File: src/rtl/pdm_mic_capture.sv
// PDM microphone front end: generates the mic bit clock, counts ones over a
// boxcar window of DECIM bits and converts the count to a signed 8-bit sample.
module pdm_mic_capture #(
  parameter int CLK_HALF       = 16,
  parameter int DECIM          = 64,
  parameter int WARMUP_SAMPLES = 256
) (
  input  logic       clk_in,
  input  logic       rst_in,
  input  logic       en_in,
  input  logic       pdm_data_in,
  input  logic       clear_clip_in,
  output logic       pdm_clk_out,
  output logic [7:0] sample_out,
  output logic       sample_valid_out,
  output logic       running_out,
  output logic       clip_out
);

  localparam int DIV_W     = $clog2(CLK_HALF);
  localparam int BIT_W     = $clog2(DECIM);
  localparam int ACC_W     = $clog2(DECIM) + 1;
  localparam int WARM_W    = (WARMUP_SAMPLES > 1) ? $clog2(WARMUP_SAMPLES) : 1;
  localparam int WARM_LAST = (WARMUP_SAMPLES > 0) ? WARMUP_SAMPLES - 1 : 0;

  localparam logic signed [9:0] HALF_S  = 10'(DECIM / 2);
  localparam logic signed [9:0] SCALE_S = 10'(256 / DECIM);

  typedef enum logic [1:0] {IDLE, WARMUP, RUN} state_e;

  state_e             state_q, state_d;
  logic [DIV_W-1:0]   div_cnt_q, div_cnt_d;
  logic               pdm_clk_q, pdm_clk_d;
  logic [BIT_W-1:0]   bit_cnt_q, bit_cnt_d;
  logic [ACC_W-1:0]   ones_acc_q, ones_acc_d;
  logic [WARM_W-1:0]  warm_cnt_q, warm_cnt_d;
  logic [7:0]         sample_q, sample_d;
  logic               valid_q, valid_d;
  logic               clip_q, clip_d;
  logic               sync1_q, sync2_q;

  logic [ACC_W-1:0]   ones;
  logic signed [9:0]  centered;
  logic signed [9:0]  scaled;
  logic [7:0]         sat;
  logic               saturating;

  // Conversion of the window count, including the bit captured this cycle.
  assign ones       = ones_acc_q + ACC_W'(sync2_q);
  assign centered   = $signed(10'(ones)) - HALF_S;
  assign scaled     = centered * SCALE_S;
  assign saturating = (scaled > 10'sd127);

  always_comb begin
    if (saturating)              sat = 8'h7F;
    else if (scaled < -10'sd128) sat = 8'h80;
    else                         sat = scaled[7:0];
  end

  // NOTE: every signal assigned here gets a default first so no latch is inferred.
  always_comb begin
    state_d    = state_q;
    div_cnt_d  = div_cnt_q;
    pdm_clk_d  = pdm_clk_q;
    bit_cnt_d  = bit_cnt_q;
    ones_acc_d = ones_acc_q;
    warm_cnt_d = warm_cnt_q;
    sample_d   = sample_q;
    valid_d    = 1'b0;
    clip_d     = clip_q & ~clear_clip_in;

    if (!en_in) begin
      // Disable wins over everything; a partial window is thrown away.
      state_d    = IDLE;
      div_cnt_d  = '0;
      pdm_clk_d  = 1'b0;
      bit_cnt_d  = '0;
      ones_acc_d = '0;
      warm_cnt_d = '0;
    end else if (state_q == IDLE) begin
      state_d = (WARMUP_SAMPLES == 0) ? RUN : WARMUP;
    end else if (div_cnt_q != DIV_W'(CLK_HALF - 1)) begin
      div_cnt_d = div_cnt_q + DIV_W'(1);
    end else begin
      div_cnt_d = '0;
      pdm_clk_d = ~pdm_clk_q;
      // Capture on the cycle before the falling edge of the mic clock.
      if (pdm_clk_q) begin
        if (bit_cnt_q == BIT_W'(DECIM - 1)) begin
          bit_cnt_d  = '0;
          ones_acc_d = '0;
          if (state_q == RUN) begin
            sample_d = sat;
            valid_d  = 1'b1;
            if (saturating) clip_d = 1'b1;
          end else if (warm_cnt_q == WARM_W'(WARM_LAST)) begin
            state_d    = RUN;
            warm_cnt_d = '0;
          end else begin
            warm_cnt_d = warm_cnt_q + WARM_W'(1);
          end
        end else begin
          bit_cnt_d  = bit_cnt_q + BIT_W'(1);
          ones_acc_d = ones;
        end
      end
    end
  end

  // NOTE: sequential state uses non-blocking assignments only.
  always_ff @(posedge clk_in or posedge rst_in) begin
    if (rst_in) begin
      state_q    <= IDLE;
      div_cnt_q  <= '0;
      pdm_clk_q  <= 1'b0;
      bit_cnt_q  <= '0;
      ones_acc_q <= '0;
      warm_cnt_q <= '0;
      sample_q   <= '0;
      valid_q    <= 1'b0;
      clip_q     <= 1'b0;
      sync1_q    <= 1'b0;
      sync2_q    <= 1'b0;
    end else begin
      state_q    <= state_d;
      div_cnt_q  <= div_cnt_d;
      pdm_clk_q  <= pdm_clk_d;
      bit_cnt_q  <= bit_cnt_d;
      ones_acc_q <= ones_acc_d;
      warm_cnt_q <= warm_cnt_d;
      sample_q   <= sample_d;
      valid_q    <= valid_d;
      clip_q     <= clip_d;
      sync1_q    <= pdm_data_in;
      sync2_q    <= sync1_q;
    end
  end

  assign pdm_clk_out      = pdm_clk_q;
  assign sample_out       = sample_q;
  assign sample_valid_out = valid_q;
  assign running_out      = (state_q == RUN);
  assign clip_out         = clip_q;

endmodule

File: config.mk
export PLATFORM = sky130hd
export DESIGN_NAME = pdm_mic_capture
export DESIGN_NICKNAME = d
export VERILOG_FILES = /design/src/rtl/pdm_mic_capture.sv
export SDC_FILE = /design/constraint.sdc
export NUM_CORES = 1
export LEC_CHECK = 0
export ABC_AREA = 1
export CORE_ASPECT_RATIO = 0.75
export CORE_MARGIN = 2
export CORE_UTILIZATION = 45
export DETAILED_ROUTE_END_ITERATION = 10
export GPL_TIMING_DRIVEN = 1
export MAX_ROUTING_LAYER = met4
export PLACE_DENSITY = 0.75
export SYNTH_ARGS = -nofsm -noshare
export SYNTH_HDL_FRONTEND = slang
export SYNTH_SLANG_ARGS = --single-unit
File: constraint.sdc
create_clock -name clk_in -period 1.4 [get_ports clk_in]
set_input_delay 0.14 -clock clk_in [delete_from_list [all_inputs] [get_ports clk_in]]
set_output_delay 0.14 -clock clk_in [all_outputs]
set_load 0.02 [all_outputs]
==> impl_results.md, run 1 <==
* Horiz. Die Dim at 82.1 um
* Fin. Hold Viols at 0
* DRT iter0 DRCs at 100
* Synthesized area at between 2000 and 2500 um2
* # hold bufs at CTS at 0
* First-pass GRT wire length at 8.04 mm
* GRT overflow at 0
* Post-synthesis adder-cell area fraction at 0.0304
* CTS Buffer Depth at 2
* Clock transition at path regs at around 0.080 ns
* CP Capture Type: flop
* Initial core utilization at 0.464
* Antenna cell count at 0
* Commonest non-fill, non-tap cell in the layout: nand2_1
* Syn_nets at around 260
* Compound-Gate Fraction of Synth Area at 0.0820
* Worst Path Buf+Inv at 0
* Worst slew pin tran at 0.249 ns
* Register area share after synthesis at 0.474
* Worst Path Max Fanout at 5
* Commonest cells after routing, fill and taps aside: nand2_1 (73), dfrtp_1 (39), buf_4 (33), inv_1 (25), nand3_1 (19)
* Hold Slack at between 0.15 and 0.2 ns
* Worst VDD drop at just under 0.7 mV
* Mux share of post-synthesis cell area at 0
* Worst path most repeated cell: nand2_1
* Status: finished with violations
* H-tree levels at 2
* Register area at 976 um2
* Drt drc at 0
* CP top delay family: simple AND/OR/NAND/NOR gates
* First drt pass iteration count at 4
* Wire per inst at roughly 14 um
* Avg Cell Area, Syn at around 8.1 um2
* Leak at approximately 1.5 nW
* Slew headroom at 0.834
* Yosys warning count at 0
* Crit Path Class: reg -> reg
* CTS buffer count at 5
* Fin crit share at 1.05
* Die area at 5140 um2
* Simple-Gate Fraction of Synth Area at 0.326
* CTS tree: done
* Non-Filler Instances at 370
* Detailed Route WL at just over 5 mm
* Port bufs at 16
* Startpoint Class: flop
* Endpoints failing setup at 17
* Failing checks: setup timing
* Slowest CP cell: dfrtp_1
* CTS root buf: clkbuf_8
* Number of global-route vias before repair at 1,743
* Gate Count Post-Synth at 253
* Final Skew at between 0.006 and 0.007 ns
* CP Cell Sequence: ha_4 > ha_4 > nand3_4 > nor2_4 > nand3_4 > nand2_4 > nand2_1 > nand2_1 > nand2_1
* I/O pin cnt at 17
* Fillers at approximately 330
* GR Util All Layers at 0.208
* Vias at around 1,900
* Die height at roughly 63 um
* Pwr per Cell Area at just under 1000 nW/um2
* Xor/xnor share of the synthesized area at 0.0255
* Tightest Hold Check Type: in -> async
* Nets at ~320
* RSZ-0062 raised after global routing: true
* Min Tclk post-route at approximately 1.5 ns
* Largest net degree at the start of global routing at 40
* Worst path required time at 1.59 ns
* Clock latency on the worst-skew pair at around 0.30 ns
* Area Growth Syn to Fin at 44.6%
* Slowest cell delay on critical path at 0.41 ns
* Max-slew violations at 0
* Initial antenna violation count at 0
* Core Area at between 4000 and 5000 um2
* Number of unique standard cell types used by synthesis at 28
* Gpl congestion at between 0.8 and 0.9
* Area of the multi-input gates at about 1200 um2
* Peak Freq at 683 MHz
* Max Cap Viol at 0
* WP data arrival at approximately 1.7 ns
* ANT nets after route at 0
* Placed cell count at about 350
* Hpwl dp at 3.18 mm
* Core Rows at 21
* Setup ws final at -0.0651 ns
* Seq cells post-synth at 39
* Largest family of logic cells by synthesized area: simple AND/OR/NAND/NOR gates
* Share of cells above drive strength 1 at 0.329
* Num Clock Sinks at 39
* DR vias/cell at 5.00
## synthesized netlist by cell type (all sizes together)
cell,number,area [um2]
nor3,1,5.00
o21bai,1,7.51
o21a,1,7.51
xor2,3,26.3
inv,26,97.6
nor2,27,124
dfrtp,39,976
or2,1,6.26
xnor2,3,26.3
buf,4,31.3
nand3,27,163
nand4,3,18.8
ha,5,62.6
o21ai,15,101
o31ai,2,15.0
nand2,89,354
o22ai,6,37.5
## routing by layer
metal / vias up / share of wire / routed length (um) / track usage
met1: 876 / 0.47 / 2350 / 0.302
met4: 0 / 0.012 / 61 / 0.0625
met5: - / 0 / 0 / -
met3: 6 / 0.037 / 188 / 0.0434
li1: 928 / - / - / -
met2: 41 / 0.49 / 2450 / 0.293
## power by group
group | leakage (nW) | switching (mW) | total, mW | internal (mW)
combinational | 0.887 | 0.302 | 0.638 | 0.335
clock | 0.0612 | 0.408 | 0.984 | 0.577
sequential | 0.525 | 0.115 | 1.33 | 1.21
total | 1.47 | 0.825 | 2.95 | 2.12
## stage by stage
step / setup TNS, ns / utilization / power [mW] / cell area [um2] / worst slack, ns
after floorplan: 0 / - / 1.59 / 2070 / 0.0000738
after global placement: -1.96 / 0.567 / 1.78 / 2520 / -0.140
after detailed placement: -2.11 / 0.567 / 1.81 / 2520 / -0.138
after CTS: -0.980 / 0.608 / 2.81 / 2700 / -0.0786
after global routing: -2.30 / 0.671 / 3.12 / 2980 / -0.131
final: -0.404 / 0.671 / 2.95 / 2980 / -0.0651
## sequential cells by signal, summed over array words and instances (netlist names)
signal / cells
pdm_clk_out: 1
ones_acc_q: 7
sync1_q: 1
bit_cnt_q: 6
sample_valid_out: 1
clip_out: 1
sync2_q: 1
warm_cnt_q: 8
div_cnt_q: 4
state_q: 2
sample_out: 7
## worst register-to-register path: cells and delay by family (launching register included)
kind,cells,cell delay (ns)
and+or+nand+nor,7,0.64
DFF,1,0.41
adders and majority gates,2,0.32
## layout make-up
cell class                      instances  area share
Multi-Input combinational cell        185       0.407
Sequential cell                        39       0.328
Timing Repair Buffer                   55       0.169
Inverter                               26      0.0328
Clock buffer                            6      0.0277
Tap cell                               57      0.0239
Clock inverter                          2      0.0118
## logic make-up after synthesis
| logic type | after synthesis |
|---|---|
| AOI/OAI and AO/OA | 25 |
| DFF | 39 |
| xor gates and xnor gates | 6 |
| and+or+nand+nor | 148 |
| adders and majority gates | 5 |
| buffers and inverters | 30 |
## what timing repair did
item                       CTS  global route
setup endpoints to repair   29            36
setup buffers                1             7
gates cloned                 1             1
pin swaps                    7            15
gates resized for setup     20            47
## path summary, 6_finish.rpt
check,start,to,slack [ns],cells after the start
setup reg to reg,ones_acc_q[0],sample_out[5],-0.07,9
max in group asynchronous,rst_in,bit_cnt_q[4],1.01,3
hold / removal,rst_in,div_cnt_q[3],0.20,3
setup / recovery,ones_acc_q[0],sample_out[5],-0.07,9
hold reg to reg,sync1_q,sync2_q,0.36,0
min in group clk_in,pdm_data_in,sync1_q,0.28,1
Power figures use the tool's default switching activity.
==> run 2, diff against run 1 <==
PLACE_DENSITY = 0.72   (was 0.75)
RECOVER_POWER = 25   (was unset)
REMOVE_ABC_BUFFERS = 1   (was unset)
clock period = 1.7 ns   (was 1.4 ns; I/O delays follow)
==> run 2 against run 1 <==
The flow now finishes without violations. Clock-buffer cell count is the same. Via count shrank 8.4%. Sequential power shrank 20%. Core utilization shrank 13 points. Maximum frequency shrank 6.0%. First-iteration DRC count grew 36%. Combinational power shrank 54%. Register-to-register slack gained 0.21 ns. Clock power shrank 42%. Non-clock buffer count shrank 33. Cell count shrank 9.5%.
==> impl_results.md, run 2 (synthesized netlist as in run 1, its figures left out) <==
* Status: completed (was finished with violations)
* Gpl congestion at 0.887 (was 0.874)
* Tightest Hold Check Type: reg -> reg (was in -> async)
* Flop2flop setup slack at 0.14 ns (was -0.07 ns)
* Non-Filler Instances at 335 (was 370)
* Fillers at 409 (was 331)
* GR Util All Layers at 0.181 (was 0.208)
* Commonest cells after routing, fill and taps aside: nand2_1 (82), dfrtp_1 (39), inv_1 (25), nand3_1 (23), nor2_1 (21) (was nand2_1 (73), dfrtp_1 (39), buf_4 (33), inv_1 (25), nand3_1 (19))
* GRT overflow at 0 (unchanged)
* Switching Power at 542 uW (was 825 uW)
* Part of the power in combinational logic at 0.151 (was 0.216)
* CTS root buf: clkbuf_8 (unchanged)
* Switching Fraction at 0.280 (about the same)
* Worst path most repeated cell: nand2_1 (unchanged)
* CTS tree: done (unchanged)
* Max-slew violations at 0 (unchanged)
* Hpwl dp at 2.80 mm (was 3.18 mm)
* Cell depth of the worst flop-to-flop path at 9 (unchanged)
* Detailed Route WL at 4.10 mm (was 5.05 mm)
* Largest net degree at the start of global routing at 40 (unchanged)
* Initial core utilization at 0.464 (unchanged)
* Final Skew at 0.00245 ns (was 0.00646 ns)
* Core Rows at 21 (unchanged)
* First-pass GRT wire length at 7.01 mm (was 8.04 mm)
* R2r startpoint: ones_acc_q[0] (unchanged)
* Slowest cell delay on critical path at 0.35 ns (was 0.41 ns)
* Number of global-route vias before repair at 1,537 (was 1,743)
* Share of cells above drive strength 1 at 0.140 (was 0.329)
* CP Capture Type: flop (unchanged)
* Reg-to-reg endpoint: sample_out[5] (unchanged)
* Fin. Hold Viols at 0 (unchanged)
* Vias at 1,695 (was 1,851)
* DR vias/cell at 5.06 (was 5.00)
* Slowest CP cell: dfrtp_1 (unchanged)
* Pwr per Cell Area at 805 nW/um2 (was 990 nW/um2)
* Worst Path Buf+Inv at 0 (unchanged)
* Leak at 1.13 nW (was 1.47 nW)
* Hold EP: sync2_q
* Seq pwr share at 0.555 (was 0.450)
* DRT iter0 DRCs at 136 (was 100)
* H-tree levels at 2 (unchanged)
* Hold path depth at 0
* Top reg by flops: warm_cnt_q (unchanged)
* Port bufs at 16 (unchanged)
* First drt pass iteration count at 4 (unchanged)
* Worst Path Max Fanout at 9 (was 5)
* Post-CTS setup buffers at 0 (was 1)
* RSZ-0062 raised after global routing: false (was true)
* WP data arrival at 1.73 ns (was 1.66 ns)
* CTS buffer count at 5 (unchanged)
* Min-delay src: sync1_q
* Worst path required time at 1.88 ns (was 1.59 ns)
* Commonest non-fill, non-tap cell in the layout: nand2_1 (unchanged)
* Nets at 289 (was 322)
* CP Cell Sequence: ha_1 > ha_1 > nand3_1 > nor2_2 > nand3_1 > nand2_4 > nand2_1 > nand2_1 > nand2_1 (was ha_4 > ha_4 > nand3_4 > nor2_4 > nand3_4 > nand2_4 > nand2_1 > nand2_1 > nand2_1)
* ANT nets after route at 0 (unchanged)
* Clock transition at path regs at 0.07 ns (was 0.08 ns)
* Clk network pwr share at 0.294 (was 0.334)
* Slew headroom at 0.366 (was 0.834)
* Fin crit share at 0.917 (was 1.05)
* Placed cell count at 328 (was 352)
* Die height at 62.6 um (unchanged)
* Peak Freq at 642 MHz (was 683 MHz)
* I/O pin cnt at 17 (unchanged)
* Max Cap Viol at 0 (unchanged)
* Die area at 5140 um2 (unchanged)
* Fin Setup TNS at 0 ns (was -0.404 ns)
* Drt drc at 0 (unchanged)
* Endpoints failing setup at 0 (was 17)
* Area Growth Syn to Fin at 16.8% (was 44.6%)
* Initial antenna violation count at 0 (unchanged)
* Startpoint Class: flop (unchanged)
* Core Area at 4440 um2 (unchanged)
* Worst slew pin tran at 0.952 ns (was 0.249 ns)
* Worst VDD drop at 0.431 mV (was 0.684 mV)
* Final Power at 1.94 mW (was 2.95 mW)
* Wire per inst at 12.2 um (was 13.6 um)
* Num Clock Sinks at 39 (unchanged)
* CTS Buffer Depth at 2 (unchanged)
* CP top delay family: simple AND/OR/NAND/NOR gates (unchanged)
* Horiz. Die Dim at 82.1 um (unchanged)
* Crit Path Class: reg -> reg (unchanged)
* Min Tclk post-route at 1.56 ns (was 1.47 ns)
* Int Pwr at 1.39 mW (was 2.12 mW)
* Max FFs per register at 8 (unchanged)
* Antenna cell count at 0 (unchanged)
* Clock latency on the worst-skew pair at 0.28 ns (was 0.30 ns)
[run 2: through the flow]
stage	hold slack [ns]	area, um2	worst slack (ns)	util
floorplan	0.201	2030	0.273	-
global placement	0.336	2300	0.0878	0.519
detailed placement	0.335	2300	0.0486	0.519
CTS	0.312	2380	0.0834	0.535
global route	0.376	2400	0.00161	0.542
finish	0.350	2400	0.141	0.542
[run 2: power by group through the flow]
stage                     sequential, mW  clock [mW]  combinational [mW]
after floorplan                     1.07           0               0.220
after global placement              1.09           0               0.279
after detailed placement            1.09           0               0.290
after CTS                           1.07       0.588               0.291
after global routing                1.09       0.627               0.339
final                               1.07       0.568               0.293
[run 2: area by class of cell]
type,count,area (um2),share of cell area
multi-input cells,185,986,0.410
flip-flops and latches,39,976,0.406
repair buffers,22,201,0.0838
clock buffers,6,72.6,0.0302
well taps,57,71.3,0.0297
inverters,26,97.6,0.0406
[run 2: what timing repair did]
item	CTS	global route
endpoints found under the setup margin	1	17
gates cloned	0	1
pin swaps	0	2
hold buffers	0	0
gates resized for setup	1	5
[run 2: metal layers]
layer,up-vias,track usage,part of all wire
li1,858,-,-
met1,786,0.271,0.51
met2,46,0.243,0.42
met3,5,0.0376,0.052
met4,0,0.0583,0.012
met5,-,-,0
[run 2: worst max path at each step]
stage                     cells after the start       endpoint     startpoint
after floorplan                              10  sample_out[2]  ones_acc_q[0]
after global placement                        6  warm_cnt_q[3]          en_in
after detailed placement                      6  warm_cnt_q[3]          en_in
after CTS                                     8  warm_cnt_q[3]   div_cnt_q[0]
after global routing                          9  warm_cnt_q[7]   div_cnt_q[0]
final                                         9  sample_out[5]  ones_acc_q[0]
==> run 3, diff against run 2 <==
CORE_ASPECT_RATIO = 0.8   (was 0.75)
==> run 3 against run 2 <==
Global-route usage grew 0.42 points. Sequential power hardly changed. First-iteration DRC count up 8.8%. Non-clock buffer count rose by 3. Clock skew rose by 0.0024 ns. Flip-flop and latch count unchanged. Cell count grew 1.5%.
==> impl_results.md, run 3 (synthesized netlist as in run 1, its figures left out) <==
* Cell depth of the worst flop-to-flop path at 9 (unchanged)
* Port bufs at 16 (unchanged)
* Nets at 292 (was 289)
* Largest net degree at the start of global routing at 40 (unchanged)
* WP data arrival at 1.77 ns (was 1.73 ns)
* Commonest cells after routing, fill and taps aside: nand2_1 (82), dfrtp_1 (39), inv_1 (25), nand3_1 (22), nor2_1 (20) (was nand2_1 (82), dfrtp_1 (39), inv_1 (25), nand3_1 (23), nor2_1 (21))
* Worst path required time at 1.88 ns (about the same)
* Num Clock Sinks at 39 (unchanged)
* GR Util All Layers at 0.185 (was 0.181)
* DRT iter0 DRCs at 148 (was 136)
* I/O pin cnt at 17 (unchanged)
* Wire per inst at 12.2 um (about the same)
* First drt pass iteration count at 5 (was 4)
* Clock latency on the worst-skew pair at 0.29 ns (was 0.28 ns)
* Fin Setup TNS at 0 ns (unchanged)
* Fin crit share at 0.932 (was 0.917)
* Final Core Density at 0.573 (was 0.542)
* Part of the power in combinational logic at 0.153 (was 0.151)
* Initial core utilization at 0.481 (was 0.464)
* H-tree levels at 2 (unchanged)
* CP Capture Type: flop (unchanged)
* Final Skew at 0.00486 ns (was 0.00245 ns)
* Int Pwr at 1.42 mW (was 1.39 mW)
* End point of the critical path: sample_out[5] (unchanged)
* Vias at 1,678 (was 1,695)
* Leak at 1.15 nW (was 1.13 nW)
* Reg-to-reg endpoint: sample_out[5] (unchanged)
* Die area at 5140 um2 (about the same)
* Drt drc at 0 (unchanged)
* Core Rows at 21 (unchanged)
* Horiz. Die Dim at 79.6 um (was 82.1 um)
* Max Cap Viol at 0 (unchanged)
* Detailed Route WL at 4.14 mm (was 4.10 mm)
* Fillers at 387 (was 409)
* Share of cells above drive strength 1 at 0.166 (was 0.140)
* Worst VDD drop at 0.534 mV (was 0.431 mV)
* CTS buffer count at 5 (unchanged)
* Core Area at 4280 um2 (was 4440 um2)
* Worst Path Max Fanout at 9 (unchanged)
* Placed cell count at 328 (unchanged)
* Top reg by flops: warm_cnt_q (unchanged)
* Crit Path Class: reg -> reg (unchanged)
* Antenna cell count at 0 (unchanged)
* Non-Filler Instances at 340 (was 335)
* Max-slew violations at 0 (unchanged)
* DR vias/cell at 4.94 (was 5.06)
* Seq pwr share at 0.543 (was 0.555)
* Clk network pwr share at 0.304 (was 0.294)
* GRT overflow at 0 (unchanged)
* Final Power at 1.99 mW (was 1.94 mW)
* Endpoints failing setup at 0 (unchanged)
* Max FFs per register at 8 (unchanged)
* Switching Fraction at 0.287 (was 0.280)
* # hold bufs at CTS at 0 (unchanged)
* Critical path startpoint: ones_acc_q[0] (unchanged)
* Startpoint Class: flop (unchanged)
* Setup WS pre-CTS at 0.0634 ns (was 0.0486 ns)
* Fin area at 2460 um2 (was 2400 um2)
* CTS Buffer Depth at 2 (unchanged)
* Die height at 64.5 um (was 62.6 um)
* Initial antenna violation count at 0 (unchanged)
* Worst slew pin tran at 0.948 ns (was 0.952 ns)
* R2r startpoint: ones_acc_q[0] (unchanged)
* Dpl cell area at 2300 um2 (unchanged)
* Switching Power at 570 uW (was 542 uW)
* Gpl congestion at 0.889 (was 0.887)
* CTS tree: done (unchanged)
* Hpwl dp at 2.88 mm (was 2.80 mm)
* Area Growth Syn to Fin at 19.3% (was 16.8%)
* Hold Slack at 0.354 ns (was 0.350 ns)
* Number of global-route vias before repair at 1,606 (was 1,537)
* Area of the multi-input gates at 1010 um2 (was 986 um2)
* Clock transition at path regs at 0.07 ns (about the same)
* Min Tclk post-route at 1.58 ns (was 1.56 ns)
* CTS root buf: clkbuf_8 (unchanged)
* Slew headroom at 0.368 (was 0.366)
* Register area at 976 um2 (unchanged)
* Setup ws final at 0.115 ns (was 0.141 ns)
* Pwr per Cell Area at 808 nW/um2 (was 805 nW/um2)
* Fin. Hold Viols at 0 (unchanged)
* Commonest non-fill, non-tap cell in the layout: nand2_1 (unchanged)
* Peak Freq at 631 MHz (was 642 MHz)
* ANT nets after route at 0 (unchanged)
* Flop2flop setup slack at 0.12 ns (was 0.14 ns)
* First-pass GRT wire length at 7.18 mm (was 7.01 mm)
* Status: completed (unchanged)
* Tightest Hold Check Type: reg -> reg (unchanged)
[run 3: cell types whose count changed in the layout (fill, tap and decap cells not counted), sizes merged]
cell | before | now
buf | 5 | 8
clkbuf | 7 | 8
clkinv | 0 | 1
[run 3: worst min-delay path by stage]
stage	start	to	slack, ns	cells past startpoint
2_1_floorplan	pdm_data_in	sync1_q	0.20	0
3_3_place_gp	sync1_q	sync2_q	0.33	0
3_5_place_dp	sync1_q	sync2_q	0.34	0
4_1_cts	rst_in	sync1_q	0.30	3
5_1_grt	sync1_q	sync2_q	0.37	0
6_report	sync1_q	sync2_q	0.35	0
[run 3: worst max-delay path: stages (launching register included)]
cell	delay, ns
dfrtp_1	0.36
ha_2	0.21
ha_2	0.20
nand3_2	0.11
nor2_2	0.14
nand3_1	0.13
nand2_4	0.15
nand2_1	0.07
nand2_1	0.06
nand2_1	0.05
[run 3: what timing repair did]
| action | 4_1_cts | 5_1_grt |
|---|---|---|
| endpoints found under the setup margin | 1 | 20 |
| cloned | 0 | 1 |
| pin swaps | 0 | 2 |
| gates resized for setup | 1 | 10 |
| buffers inserted | 0 | 3 |
[run 3: cell type report]
class                   instances  share of cell area
clock buffers                   7              0.0311
flip-flops and latches         39               0.397
well taps                      57              0.0290
repair buffers                 25              0.0912
inverters                      26              0.0397
clock inverters                 1             0.00204
multi-input cells             185               0.410
[run 3: power by group through the flow]
stage          sequential, mW  clock, mW  combinational [mW]
2_1_floorplan            1.07          0               0.220
3_3_place_gp             1.09          0               0.280
3_5_place_dp             1.09          0               0.287
4_1_cts                  1.07      0.618               0.288
5_1_grt                  1.09      0.657               0.353
6_report                 1.08      0.604               0.304
[run 3: layer usage]
metal | wire length [um] | GRT usage | vias up
met3 | 122 | 0.0334 | 7
li1 | - | - | 874
met2 | 1790 | 0.269 | 28
met4 | 72 | 0.0647 | 0
met5 | 0 | - | -
met1 | 2150 | 0.261 | 769
